==> config.mk <==
export PLATFORM = sky130hd
export DESIGN_NAME = complex_div
export DESIGN_NICKNAME = d
export VERILOG_FILES = /design/src/rtl/sdft_pkg.sv /design/src/rtl/serial_udiv.sv /design/src/rtl/complex_div.sv
export SDC_FILE = /design/constraint.sdc
export NUM_CORES = 2
export LEC_CHECK = 0
export CORE_ASPECT_RATIO = 1.2
export CORE_MARGIN = 3
export CORE_UTILIZATION = 30
export DETAILED_ROUTE_END_ITERATION = 10
export SYNTH_ARGS = -nofsm -noshare
export SYNTH_HDL_FRONTEND = slang
export SYNTH_SLANG_ARGS = --single-unit
export TNS_END_PERCENT = 20
==> constraint.sdc <==
create_clock -name clk -period 8.8 [get_ports clk]
set_input_delay 1.76 -clock clk [delete_from_list [all_inputs] [get_ports clk]]
set_output_delay 1.76 -clock clk [all_outputs]
set_load 0.01 [all_outputs]
==> src/rtl/sdft_pkg.sv <==
// Shared FSM encoding and width/iteration-count rules for the complex arithmetic blocks.
// Pure declarations; no latency, no handshake.
package sdft_pkg;

  typedef enum logic [1:0] {
    IDLE = 2'd0,
    LOAD = 2'd1,
    DIV  = 2'd2,
    DONE = 2'd3
  } state_t;

  // Width of a sum of two products of in_w-bit signed operands.
  function automatic int prod_w(input int in_w);
    return 2 * in_w + 1;
  endfunction

  function automatic int iter_n(input int in_w, input int fr_w);
    return prod_w(in_w) + fr_w;
  endfunction

  function automatic int cnt_w(input int n);
    return $clog2(n + 1);
  endfunction

endpackage

==> src/rtl/serial_udiv.sv <==
// Unsigned restoring divider, one quotient bit per clock; the start edge already retires bit one.
// The iteration count is owned by the caller, which raises last on the final step; done pulses after it.
module serial_udiv #(
  parameter int n_w = 25,
  parameter int d_w = 17
) (
  input  logic           clk,
  input  logic           reset_n,
  input  logic           start,
  input  logic           last,
  input  logic [n_w-1:0] dividend,
  input  logic [d_w-1:0] divisor,
  output logic           busy,
  output logic           done,
  output logic [n_w-1:0] quotient
);

  logic [d_w:0]   rem;
  logic [d_w:0]   rem_src;
  logic [d_w:0]   shifted;
  logic [d_w:0]   diff;
  logic [n_w-1:0] q_src;
  logic           take;

  // The quotient register doubles as the dividend shifter: dividend bits leave at the top
  // while quotient bits enter at the bottom.
  always_comb begin
    rem_src = start ? '0 : rem;
    q_src   = start ? dividend : quotient;
    shifted = {rem_src[d_w-1:0], q_src[n_w-1]};
    take    = (shifted >= {1'b0, divisor});
    diff    = shifted - {1'b0, divisor};
  end

  always_ff @(posedge clk or negedge reset_n) begin
    if (!reset_n) begin
      rem      <= '0;
      quotient <= '0;
      busy     <= 1'b0;
      done     <= 1'b0;
    end else begin
      done <= 1'b0;
      if (start || busy) begin
        rem      <= take ? diff : shifted;
        quotient <= {q_src[n_w-2:0], take};
      end
      if (start) begin
        busy <= 1'b1;
      end else if (busy && last) begin
        busy <= 1'b0;
        done <= 1'b1;
      end
    end
  end

endmodule

==> src/rtl/complex_div.sv <==
// Fixed-point complex divide q = a*conj(b)*2^frac_w/|b|^2, truncated toward zero and saturated.
// Latency N+2 edges (2 for a zero divisor); one operation in flight, result held until out_ready.
module complex_div
  import sdft_pkg::*;
#(
  parameter int data_in_w  = 8,
  parameter int data_out_w = 16,
  parameter int frac_w     = 8
) (
  input  logic                         clk,
  input  logic                         reset_n,
  input  logic signed [data_in_w-1:0]  a_real,
  input  logic signed [data_in_w-1:0]  a_imag,
  input  logic signed [data_in_w-1:0]  b_real,
  input  logic signed [data_in_w-1:0]  b_imag,
  input  logic                         in_valid,
  output logic                         in_ready,
  output logic signed [data_out_w-1:0] out_real,
  output logic signed [data_out_w-1:0] out_imag,
  output logic                         out_valid,
  input  logic                         out_ready,
  output logic                         div_zero,
  output logic                         sat
);

  localparam int pw  = prod_w(data_in_w);
  localparam int nit = iter_n(data_in_w, frac_w);
  localparam int cw  = cnt_w(nit);
  localparam logic signed [data_out_w-1:0] omax = {1'b0, {(data_out_w-1){1'b1}}};
  localparam logic signed [data_out_w-1:0] omin = {1'b1, {(data_out_w-1){1'b0}}};

  state_t                       state;
  logic                         ld_ph;
  logic signed [data_in_w-1:0]  ar, ai, br, bi;
  logic signed [pw-1:0]         nr_c, ni_c;
  logic [pw-1:0]                d_c;
  logic                         nr_neg, ni_neg;
  logic [pw-1:0]                nr_mag, ni_mag, den;
  logic [cw-1:0]                cnt;
  logic                         start, last;
  logic                         busy_r, busy_i, done_r, done_i;
  logic [nit-1:0]               q_r, q_i;
  logic signed [data_out_w-1:0] res_r, res_i;
  logic                         sat_r, sat_i;

  assign nr_c = pw'(ar) * pw'(br) + pw'(ai) * pw'(bi);
  assign ni_c = pw'(ai) * pw'(br) - pw'(ar) * pw'(bi);
  assign d_c  = $unsigned(pw'(br) * pw'(br) + pw'(bi) * pw'(bi));

  assign start = (state == LOAD) && ld_ph && (den != '0);
  assign last  = (cnt == cw'(nit - 1));

  // Returns {saturated, value}; the negative bound is one larger in magnitude.
  function automatic logic [data_out_w:0] clamp(input logic neg, input logic [nit-1:0] mag);
    logic [nit-1:0]        lim;
    logic [data_out_w-1:0] m;
    lim = neg ? nit'({1'b1, {(data_out_w-1){1'b0}}}) : nit'({1'b0, {(data_out_w-1){1'b1}}});
    m   = mag[data_out_w-1:0];
    if (mag > lim) return {1'b1, neg ? omin : omax};
    return {1'b0, neg ? -m : m};
  endfunction

  assign {sat_r, res_r} = clamp(nr_neg, q_r);
  assign {sat_i, res_i} = clamp(ni_neg, q_i);

  serial_udiv #(.n_w(nit), .d_w(pw)) u_div_real (
    .clk      (clk),
    .reset_n  (reset_n),
    .start    (start),
    .last     (last),
    .dividend ({nr_mag, {frac_w{1'b0}}}),
    .divisor  (den),
    .busy     (busy_r),
    .done     (done_r),
    .quotient (q_r)
  );

  serial_udiv #(.n_w(nit), .d_w(pw)) u_div_imag (
    .clk      (clk),
    .reset_n  (reset_n),
    .start    (start),
    .last     (last),
    .dividend ({ni_mag, {frac_w{1'b0}}}),
    .divisor  (den),
    .busy     (busy_i),
    .done     (done_i),
    .quotient (q_i)
  );

  always_ff @(posedge clk or negedge reset_n) begin
    if (!reset_n) begin
      state     <= IDLE;
      ld_ph     <= 1'b0;
      in_ready  <= 1'b0;
      out_valid <= 1'b0;
      out_real  <= '0;
      out_imag  <= '0;
      div_zero  <= 1'b0;
      sat       <= 1'b0;
      cnt       <= '0;
      ar        <= '0;
      ai        <= '0;
      br        <= '0;
      bi        <= '0;
      nr_neg    <= 1'b0;
      ni_neg    <= 1'b0;
      nr_mag    <= '0;
      ni_mag    <= '0;
      den       <= '0;
    end else begin
      case (state)
        IDLE: begin
          in_ready <= 1'b1;
          if (in_valid && in_ready) begin
            ar       <= a_real;
            ai       <= a_imag;
            br       <= b_real;
            bi       <= b_imag;
            in_ready <= 1'b0;
            ld_ph    <= 1'b0;
            state    <= LOAD;
          end
        end
        LOAD: begin
          ld_ph <= 1'b1;
          // First LOAD cycle registers the products; the second dispatches on the divisor.
          if (!ld_ph) begin
            nr_neg <= nr_c[pw-1];
            ni_neg <= ni_c[pw-1];
            nr_mag <= nr_c[pw-1] ? $unsigned(-nr_c) : $unsigned(nr_c);
            ni_mag <= ni_c[pw-1] ? $unsigned(-ni_c) : $unsigned(ni_c);
            den    <= d_c;
          end else if (den == '0) begin
            out_real  <= '0;
            out_imag  <= '0;
            div_zero  <= 1'b1;
            sat       <= 1'b0;
            out_valid <= 1'b1;
            state     <= DONE;
          end else begin
            cnt   <= cw'(1);
            state <= DIV;
          end
        end
        DIV: begin
          if (busy_r || busy_i) cnt <= cnt + cw'(1);
          if (done_r && done_i) begin
            out_real  <= res_r;
            out_imag  <= res_i;
            sat       <= sat_r || sat_i;
            div_zero  <= 1'b0;
            out_valid <= 1'b1;
            state     <= DONE;
          end
        end
        DONE: begin
          if (out_ready) begin
            out_valid <= 1'b0;
            in_ready  <= 1'b1;
            state     <= IDLE;
          end
        end
        default: state <= IDLE;
      endcase
    end
  end

endmodule

Yosys cells after proc, flatten, opt, wreduce, memory -nomap -nowiden
Index checks and enable logic that the tools add are counted.
{"block": "word_totals", "inputBits": 36, "reg_bits": 217, "out_inout_bits": 36, "wordCells": 145}
{"block": "op_classes", "addsub": 10, "magnitude_cmp": 4, "multipliers": 6, "n_bitwise": 1, "n_eq_ne": 11, "reduce_logical": 27, "n_mux": 60}
{"operator": "$mux 17", "n": 10}
{"operator": "$mux 16", "n": 10}
{"operator": "$mul 8x8->16", "n": 6}
{"operator": "$pmux 16 s2", "n": 2}
{"operator": "$gt 25x16->1", "n": 2}
{"operator": "$mux 25", "n": 2}
{"operator": "$ge 18x17->1", "n": 2}
{"operator": "$add 16x16->17", "n": 2}
{"operator": "$neg 17->17", "n": 2}
{"operator": "$sub 17x17->17", "n": 2}
{"operator": "$neg 16->16", "n": 2}
{"operator": "$mux 1", "n": 22}
{"operator": "$logic_not 17->1", "n": 1}
{"operator": "$reduce_bool 17->1", "n": 1}
{"operator": "$sub 16x16->17", "n": 1}
{"operator": "$mux 5", "n": 3}
{"operator": "$ne 2x2->1 const B", "n": 6}
{"operator": "$reduce_and 4->1", "n": 3}
{"operator": "$pmux 5 s2", "n": 1}
{"operator": "$reduce_bool 2->1", "n": 5}
{"operator": "$mux 2", "n": 4}
{"operator": "$pmux 1 s2", "n": 4}
{"operator": "$pmux 2 s4", "n": 1}
{"operator": "$reduce_and 2->1", "n": 4}
{"operator": "12 further kinds", "n": 21}

Longest topological paths before layout
{"block": "depth", "ltp_word": 7, "mapped_depth": 26, "mapped_depth_nobuf": 23}

Modules after synthesis
From an unflattened synthesis, not the netlist that was laid out.
{"block": "hier_totals", "hier_cells": 3233, "area_unflattened_um2": 29514.6}
{"mod": "complex_div", "area_per_inst_um2": 23238.5, "n_inst": 1, "cells_each": 2529}
{"mod": "serial_udiv", "area_per_inst_um2": 3138.0, "n_inst": 2, "cells_each": 352}

Worst setup path before layout
No wires, ideal clock.
{"block": "synth_path", "path_kind": "register to register", "start": "register ar[7]", "end": "register ni_mag[7]", "setup_slack_ps": 2194, "synth_period_minus_slack_ps": 6606, "t_arrival_ps": 6523, "t_required_ps": 8717, "path_stages_with_launch": 25, "setup_ps": 83, "path_cell_list": "dfrtp_1 clkbuf_1 clkbuf_1 nand2_1 inv_1 fa_1 inv_1 fa_1 fa_1 fa_1 fa_1 inv_1 fa_1 inv_1 ha_1 a21o_1 a21o_1 or2_2 o21ai_0 a21oi_1 o211ai_1 clkbuf_1 nor2_1 xor2_1 o21ai_0"}
{"block": "synth_via", "elab_chain_cells": 4}
{"element": "from (decl)", "line_no": "complex_div.sv:34", "source": "logic signed [data_in_w-1:0] ar, ai, br, bi;"}
{"element": "from (signal assigned)", "line_no": "complex_div.sv:115", "source": "ar <= a_real;"}
{"element": "$mul 8x8->16 *", "line_no": "complex_div.sv:47", "source": "assign ni_c = pw'(ai) * pw'(br) - pw'(ar) * pw'(bi);"}
{"element": "$sub 16x16->17 *", "line_no": "complex_div.sv:47"}
{"element": "$neg 17->17", "line_no": "complex_div.sv:131", "source": "ni_mag <= ni_c[pw-1] ? $unsigned(-ni_c) : $unsigned(ni_c);"}
{"element": "$mux 17 *", "line_no": "complex_div.sv:131"}
{"element": "to (signal assigned)", "line_no": "complex_div.sv:131"}
{"element": "to (decl)", "line_no": "complex_div.sv:38", "source": "logic [pw-1:0] nr_mag, ni_mag, den;"}
Mark *: on every way between the ends. The rest lies on a longest branch, timed or not.
A chain may end at the register's enable or synchronous reset.

Worst setup path in the final report
{"block": "layout_path", "start": "register bi[0]", "end": "register nr_mag[15]"}
{"block": "layout_via", "elab_chain_cells": 4}
{"element": "from (decl)", "line_no": "complex_div.sv:34"}
{"element": "from (signal assigned)", "line_no": "complex_div.sv:118", "source": "bi <= b_imag;"}
{"element": "$mul 8x8->16 *", "line_no": "complex_div.sv:46", "source": "assign nr_c = pw'(ar) * pw'(br) + pw'(ai) * pw'(bi);"}
{"element": "$add 16x16->17 *", "line_no": "complex_div.sv:46"}
{"element": "$neg 17->17", "line_no": "complex_div.sv:130", "source": "nr_mag <= nr_c[pw-1] ? $unsigned(-nr_c) : $unsigned(nr_c);"}
{"element": "$mux 17 *", "line_no": "complex_div.sv:130"}
{"element": "to (signal assigned)", "line_no": "complex_div.sv:130"}
{"element": "to (decl)", "line_no": "complex_div.sv:38"}
Marks and branches as above.

==> impl_metrics.csv <==
group,metric,value,unit
global_routing,grt_overflow,0,
clock_network,cts-root-buf,"clkbuf_16",
layout,n_antenna_cell,0,
layout,final_common_cell,"inv_1",
timing,relSlewSlack,0.2285,
floorplanning,die_h,343.5,um
synth,synth.area.top_cells,"fa_1 28%, dfrtp_1 19%, ha_1 11%",
critical_path,path_max_fanout,17,
drt,ant_nets,0,
layout,nets,3780,
critical_path,rr_worst_depth,21,
synth,synth_edf_count,0,
timing,post-route-period-util,0.8045,
critical_path,critPathMaxStageDelay,0.77,ns
placed_design,portBuffers,71,
status,outcome,"finished clean",
layout,syn2layout_area_growth,10.53,%
layout,stdcell_area,31470,sq um
drt,routed_wl,64.67,mm
clock_network,cts_num_sinks,217,
floorplanning,num_io_pins,72,
layout,mostFrequentLayoutCells,"542 x inv_1, 404 x fa_1, 258 x nand2_1",
synth,async_reset_ff_frac,1.000,
flow_run,cap_violations,0,
floorplanning,coreArea,93880,sq um
critical_path,end_kind,"register",
clock_network,post_cts_resized,0,
drt,via_per_inst,4.656,
global_routing,grt_max_degree,139,
timing,worst_pin_slew,1.157,ns
critical_path,critPathKind,"reg -> reg",
worst_hold_path,min_path_type,"reg -> reg",
synth,synth_nets,3781,
clock_network,cts_setup_buffers,0,
critical_path,crit_arrival,7.50,ns
critical_path,worst_setup_path_start_kind,"register",
timing,slew_violations,0,
clock_network,clkTransAtPathRegs,0.07,ns
synth,syn_inst,3098,
global_routing,grt_first_pass_wirelength,110.8,mm
floorplanning,std_cell_rows,123,
synth,synth_ff_type,"dfrtp_1",
synth,syn_area_per_cell,9.191,sq um
critical_path,crit_chain,"and2_1, inv_1, fa_1, fa_1, inv_1, fa_1, fa_1, fa_1, inv_1, fa_1, inv_1, ha_1, or3_1, or2_2, o21ai_0, xor2_1, nand4_1, nor3b_1, a31oi_1, xnor2_1, o21ai_0",
layout,final_util,0.3353,
floorplanning,die_w,287.2,um
drt,drc,0,
floorplanning,initial_utilization,0.3033,
drt,wl_per_cell,14.81,um
clock_network,cts_hold_buf,0,
global_routing,grt_antenna_before_repair,1,
drt,drtPass1Iterations,5,
clock_network,clk_path_buf_depth,3,
drt,vias,20338,
critical_path,worst_path_most_repeated_cell,"fa_1",
synth,synth_top_area_frac,0.2840,
synth,yosysSeqAreaShare,0.1907,
synth,ys_types,72,
placed_design,hpwlAfterDp,49.70,mm
critical_path,required,9.22,ns
synth,syn_area,28470,sq um
timing,layout_min_cycle_time,7.080,ns
synth,ys.warnings.count,0,
timing,grt_setup_unrepaired,"false",
layout,drive_gt1_frac,0.04362,
critical_path,slowest_stage,"dfrtp_1",
placed_design,place.gp.congestion,0.8486,
clock_network,htreeDepth,1,
timing,tns,0,ns
worst_hold_path,min_path_cells,2,
timing,setup_viol,0,
clock_network,cts_inserted_buffers,29,
clock_network,tritoncts,"yes",
floorplanning,die_area,98660,sq um
placed_design,placed_area,30520,sq um
global_routing,grt_pass1_vias,21434,
timing,skew,0.01230,ns
global_routing,grt_usage,0.1367,
clock_network,clk_latency,0.57,ns
drt,drtIter0Drc,973,
timing,max_freq,0.1413,GHz
timing,hold_violations,0,
synth,synth_top_cell_by_area,"fa_1",
synth,ys_seq_elements,217,
sequential cells by signal, indices dropped and copies added, names as in the netlist, 2 cells and up:
register and count:
u_div_real.rem 17, ai 8, out_imag 16, u_div_imag.rem 17, br 8, state 2, den 17, nr_mag 17
ni_mag 17, bi 8, u_div_imag.quotient 25, u_div_real.quotient 25, ar 8, out_real 16, cnt 5
worst paths after layout:
check / from / to / slack, ns
setup reg to reg: bi[0] / nr_mag[15] / 1.72
min in group asynchronous: reset_n / u_div_real.rem[10] / 1.15
hold / removal: u_div_imag.rem[11] / u_div_imag.rem[11] / 0.47
setup / recovery: bi[0] / nr_mag[15] / 1.72
max in group asynchronous: reset_n / ni_mag[8] / 6.42
hold reg to reg: u_div_imag.rem[11] / u_div_imag.rem[11] / 0.47
through the flow:
stage	hold slack, ns	setup WS [ns]	instances
after floorplan	0.4406	2.194	3098
after global placement	0.4575	1.832	4316
after detailed placement	0.4629	1.710	4316
after CTS	0.4728	1.672	4368
after global routing	0.4997	1.138	4368
final	0.4726	1.720	4368
layout make-up:
class,instances,area [sq um]
flip-flops and latches,217,5431
clock buffers,39,813.3
inverters,542,2034
fillers,9695,62400
repair buffers,99,950.9
well taps,1250,1564
clock inverters,13,135.1
multi-input cells,2208,20540
worst max-delay path: cells and delay by family (launching register included):
family,cells,cell delay (ns)
flip-flops,1,0.77
AND/OR/NAND/NOR,5,1.90
AO/OA/AOI/OAI,3,0.43
XOR/XNOR,2,0.42
buffers and inverters,4,0.25
adder cells (fa/ha/maj),7,3.15
cell usage after synthesis (27+ instances only):
cell type    n
inv_1      542
fa_1       404
nand2_1    259
ha_1       243
dfrtp_1    217
and2_1     210
nor2_1     193
o21ai_0    155
clkbuf_1   125
a21oi_1    108
xnor2_1     79
mux2i_1     74
nor3_1      54
xor2_1      44
mux2_2      35
a21o_1      27
layer usage:
metal,vias to the layer above,routed length [um],track usage
li1,9896,-,-
met1,10075,29290,0.1824
met2,304,31710,0.2402
met3,63,2513,0.01425
met4,0,1156,0.02801
met5,-,0,0
kinds of logic (layout without fill, tap and decap cells):
family | count (synthesis) | after routing | share of synthesized area
flip-flops | 217 | 217 | 0.1907
XOR/XNOR | 123 | 123 | 0.03783
AO/OA/AOI/OAI | 459 | 459 | 0.1012
multiplexers | 109 | 109 | 0.03985
buffers and inverters | 673 | 693 | 0.08885
adder cells (fa/ha/maj) | 647 | 647 | 0.3908
AND/OR/NAND/NOR | 870 | 870 | 0.1507
Power is not shown: default switching activity piles up to over one toggle a cycle in this logic, so the estimate is an artifact.
